==> src/rtl/ps2_receiver.sv <==
// PS/2 device-to-host frame receiver: start bit, 8 data bits LSB first, odd parity, stop bit.
// Optional build macro PS2_RX_SYNC_EN adds two-flop synchronizers on psclk/psdata (+2 cycles latency).
module ps2_receiver #(
    parameter int TIMEOUT_CYCLES = 2000
) (
    input  logic       slowClk,
    input  logic       reset,
    input  logic       psclk,
    input  logic       psdata,
    input  logic       inhibit,
    output logic [7:0] rxByte,
    output logic       rxValid,
    output logic       parityErr,
    output logic       frameErr,
    output logic       busy
);

    localparam int TO_W = (TIMEOUT_CYCLES > 1) ? $clog2(TIMEOUT_CYCLES) : 1;
    localparam logic [TO_W-1:0] TO_LAST = TO_W'(TIMEOUT_CYCLES - 1);

    typedef enum logic [1:0] {
        IDLE  = 2'd0,
        SHIFT = 2'd1,
        CHECK = 2'd2
    } state_t;

    // Odd parity across 8 data bits plus the parity bit must XOR to 1.
    function automatic logic parityOk(input logic [8:0] bits);
        return ^bits;
    endfunction

    logic clkSmp;
    logic dataSmp;
    logic pastClk;
    logic fallEdge;

`ifdef PS2_RX_SYNC_EN
    logic [1:0] clkSync;
    logic [1:0] dataSync;

    always_ff @(posedge slowClk or posedge reset) begin
        if (reset) begin
            clkSync  <= 2'b11;
            dataSync <= 2'b11;
        end else begin
            clkSync  <= {clkSync[0], psclk};
            dataSync <= {dataSync[0], psdata};
        end
    end

    assign clkSmp  = clkSync[1];
    assign dataSmp = dataSync[1];
`else
    assign clkSmp  = psclk;
    assign dataSmp = psdata;
`endif

    // pastClk keeps tracking during inhibit so its release never looks like an edge.
    always_ff @(posedge slowClk or posedge reset) begin
        if (reset) begin
            pastClk <= 1'b1;
        end else begin
            pastClk <= clkSmp;
        end
    end

    assign fallEdge = pastClk & ~clkSmp;

    state_t          state;
    state_t          stateNext;
    logic [3:0]      bitCnt;
    logic [3:0]      bitCntNext;
    logic [9:0]      shreg;
    logic [9:0]      shregNext;
    logic [TO_W-1:0] toCnt;
    logic [TO_W-1:0] toCntNext;
    logic [7:0]      rxByteReg;
    logic            loadByte;

    always_ff @(posedge slowClk or posedge reset) begin
        if (reset) begin
            state     <= IDLE;
            bitCnt    <= '0;
            shreg     <= '0;
            toCnt     <= '0;
            rxByteReg <= '0;
        end else begin
            state  <= stateNext;
            bitCnt <= bitCntNext;
            shreg  <= shregNext;
            toCnt  <= toCntNext;
            if (loadByte) begin
                rxByteReg <= shreg[7:0];
            end
        end
    end

    // Bits shift in at the top, so after ten edges: [7:0] data, [8] parity, [9] stop.
    always_comb begin
        stateNext  = state;
        bitCntNext = bitCnt;
        shregNext  = shreg;
        toCntNext  = toCnt;
        rxValid    = 1'b0;
        parityErr  = 1'b0;
        frameErr   = 1'b0;
        loadByte   = 1'b0;

        case (state)
            IDLE: begin
                bitCntNext = '0;
                toCntNext  = '0;
                if (fallEdge && !dataSmp) begin
                    stateNext = SHIFT;
                end
            end
            SHIFT: begin
                if (fallEdge) begin
                    shregNext = {dataSmp, shreg[9:1]};
                    toCntNext = '0;
                    if (bitCnt == 4'd9) begin
                        stateNext = CHECK;
                    end else begin
                        bitCntNext = bitCnt + 4'd1;
                    end
                end else if (toCnt == TO_LAST) begin
                    frameErr  = 1'b1;
                    stateNext = IDLE;
                end else begin
                    toCntNext = toCnt + TO_W'(1);
                end
            end
            CHECK: begin
                stateNext  = IDLE;
                bitCntNext = '0;
                toCntNext  = '0;
                if (!shreg[9]) begin
                    frameErr = 1'b1;
                end else if (parityOk(shreg[8:0])) begin
                    rxValid  = 1'b1;
                    loadByte = 1'b1;
                end else begin
                    parityErr = 1'b1;
                end
            end
            default: begin
                stateNext = IDLE;
            end
        endcase

        // The host owning the bus beats everything, including a frame about to complete.
        if (inhibit) begin
            stateNext  = IDLE;
            bitCntNext = '0;
            toCntNext  = '0;
            rxValid    = 1'b0;
            parityErr  = 1'b0;
            frameErr   = 1'b0;
            loadByte   = 1'b0;
        end
    end

    // Show the new byte in the same cycle as its rxValid strobe.
    assign rxByte = rxValid ? shreg[7:0] : rxByteReg;
    assign busy   = (state != IDLE);

endmodule

==> config.mk <==
export PLATFORM = sky130hd
export DESIGN_NAME = ps2_receiver
export DESIGN_NICKNAME = d
export VERILOG_FILES = /design/src/rtl/ps2_receiver.sv
export SDC_FILE = /design/constraint.sdc
export NUM_CORES = 1
export LEC_CHECK = 0
export CAP_MARGIN = 20
export CORE_ASPECT_RATIO = 1.25
export CORE_UTILIZATION = 30
export CTS_CLUSTER_DIAMETER = 100
export DETAILED_ROUTE_END_ITERATION = 7
export GPL_ROUTABILITY_DRIVEN = 0
export PLACE_DENSITY = 0.47
export SLEW_MARGIN = 10
export SYNTH_ARGS = -nofsm -noshare
export SYNTH_HDL_FRONTEND = slang
export SYNTH_SLANG_ARGS = --single-unit
export TNS_END_PERCENT = 50
==> constraint.sdc <==
create_clock -name slowClk -period 3.68 [get_ports slowClk]
set_clock_uncertainty 0.1 [all_clocks]
set_input_delay 0.736 -clock slowClk [delete_from_list [all_inputs] [get_ports slowClk]]
set_output_delay 0.736 -clock slowClk [all_outputs]
set_load 0.02 [all_outputs]
==> flow_summary.toml, run 1 <==
[status]
status = "finished, final reports clean"

[synth]
syn_avg_cell_area_um2 = 10.9
yosysTopAreaCellShare_pct = 45.0
syn_inst = 179
syn_area_um2 = 1950
ys_types = 45
yosys_warnings = 0
synth-edff-count = 0
syn-num-nets = 190
yosysTopAreaCell = "dfrtp_1"
ys_ff_latch = 36
synthArstFlopShare_pct = 100
yosysSeqAreaShare_pct = 46.3
yosysMostFrequentCell = "dfrtp_1"
synth_commonest_cells = "dfrtp_1, mux2_2, inv_1, nand2_1"
synth.area.top_cells = "dfrtp_1, mux2_2, ha_1, nand3_1, inv_1"
ys.flop_type = "dfrtp_1"

[clock_network]
cts-resized-gates = 0
htree_levels = 2
cts_sinks = 36
hold_buffers = 0
path_clk_slew_ns = 0.07
clk_latency_ns = 0.29
cts_setup_buffers = 0
cts-buffers-inserted = 5
cts_tree = "built"
cts_root_buf = "clkbuf_8"
cts_buffer_depth = 2

[timing]
hold_viol = 0
fin_crit_ns = 3.42
final.setup.tns_ns = 0
tightest_slew_ns = 0.650
fin_hold_ws_ns = 0.394
final-setup-viol-count = 0
fmax_mhz = 292
rsz0062_at_grt = "false"
period_share_pct = 92.9
maxSlewViolCount = 0
relSlewSlack_pct = 56.3
fin_ws_ns = 0.260

[global_route]
grt_pass1_vias = 1539
antenna_found_initial = 0
overflow = 0
grt_pass1_wl_um = 7110
grt_max_degree = 37
gr-usage-all-layers_pct = 13.4

[drt]
dr.pass1.iters = 4
wl_um = 4160
drc = 0
drtIter0Drc = 15
via_per_inst = 5.18
vias = 1498
wire_per_inst_um = 14.4
ant_nets = 0

[critical_path]
worstPathArrival_ns = 2.58
crit_required_ns = 2.84
cp-end-kind = "output pin"
cp_max_fo = 9
cp-start-kind = "input port"
path_class = "input port to output pin"

[placement]
io_buffers = 16
place_ws_ns = 0.0448
place_hpwl_um = 2920

[pwr]
vdd_drop_max_v = 0.000240
p_leak_nw = 1.17
power_mw = 1.32
power_density_nw_per_um2 = 555

[die]
boundaryPins = 17
core_um2 = 6210
initial_utilization_pct = 31.4
die-area_um2 = 6820
die_h_um = 92.1
rows = 32
die-width_um = 74.1

[cells_and_area]
num_antenna_cells = 0
drive_gt1_share_pct = 17.6
nets = 214
fillers = 633
area_growth_syn_to_layout_pct = 22.4

[hold_path]
hp-class = "flop to flop"

[flow_run]
maxCapViolations = 0
## worst max-delay path: stages
cell	delay, ns
clkdlybuf4s50_1	0.45
nand3b_1	0.19
buf_4	0.15
nor2_1	0.17
mux2i_4	0.11
buf_12	0.15
inv_1	0.05
clkdlybuf4s50_1	0.59
## registers in the layout (all words and copies together) (netlist names)
name,flops
pastClk,1
rxByteReg,8
state,2
bitCnt,4
toCnt,11
shreg,10
## layout make-up
| cell class | instances | area, um2 | area share [%] |
|---|---|---|---|
| Clock buffer | 5 | 68.8 | 2.89 |
| Clock inverter | 3 | 42.5 | 1.78 |
| Inverter | 11 | 41.3 | 1.73 |
| Multi-Input combinational cell | 127 | 986 | 41.3 |
| Sequential cell | 36 | 902 | 37.8 |
| Tap cell | 85 | 106 | 4.46 |
| Timing Repair Buffer | 22 | 238 | 9.97 |
## cells in the final DEF, fill, tap and decap left out, drive strengths merged, types with 2 or more instances in the layout
cell type,count
a211oi,2
a21oi,7
a221o,2
a221oi,2
a32o,3
buf,6
clkbuf,5
clkdlybuf4s50,8
dfrtp,35
dlymetal6s2s,8
ha,6
inv,11
mux2,17
mux2i,4
nand2,11
nand2b,6
nand3,9
nand3b,3
nand4,2
nor2,9
nor2b,2
nor3,3
o21ai,4
o22ai,5
o31ai,3
or3,2
or4,4
xnor2,2
xnor3,2
xor2,2
## routing by layer
layer  GRT usage (%)  routed length, um
met5               0                  0
met4            5.13                 50
met3            3.30                150
met2            23.4               2110
met1            15.2               1850
## where the power goes
| part | switching, mW | internal [mW] |
|---|---|---|
| sequential | 0.0429 | 0.448 |
| clock | 0.152 | 0.201 |
| combinational | 0.250 | 0.231 |
| total | 0.444 | 0.880 |
## cells by family after synthesis
group,synth area share [%]
AO/OA/AOI/OAI,12.9
adder cells (fa/ha/maj),3.85
flip-flops,46.3
AND/OR/NAND/NOR,17.1
multiplexers,12.5
XOR/XNOR,4.17
buffers and inverters,3.08
## through the flow
| stage | instance area [um2] | instances | util [%] |
|---|---|---|---|
| 2_1_floorplan | 1950 | 179 | - |
| 3_3_place_gp | 2250 | 281 | 36.3 |
| 3_5_place_dp | 2250 | 281 | 36.3 |
| 4_1_cts | 2360 | 289 | 38.1 |
| 5_1_grt | 2380 | 289 | 38.4 |
| 6_report | 2380 | 289 | 38.4 |
## worst paths after layout
check	start	to	slack, ns	depth (start not counted)
min in group asynchronous	reset	rxByteReg[3]	0.75	3
setup / recovery	inhibit	rxValid	0.26	8
setup reg to reg	state[1]	toCnt[7]	1.24	6
hold / removal	rxByteReg[2]	rxByteReg[2]	0.39	1
hold reg to reg	rxByteReg[2]	rxByteReg[2]	0.39	1
max in group asynchronous	reset	pastClk	2.36	3
Note: power is estimated with default switching activity, not from simulation.
==> run 2, diff against run 1 <==
--- a/config.mk
+++ b/config.mk
@@ -5,7 +5,6 @@
 export SDC_FILE = /design/constraint.sdc
 export NUM_CORES = 1
 export LEC_CHECK = 0
-export CAP_MARGIN = 20
 export CORE_ASPECT_RATIO = 1.25
 export CORE_UTILIZATION = 30
 export CTS_CLUSTER_DIAMETER = 100
==> results of run 2 <==
Final layout, timing and power as in run 1 (identical DEF).
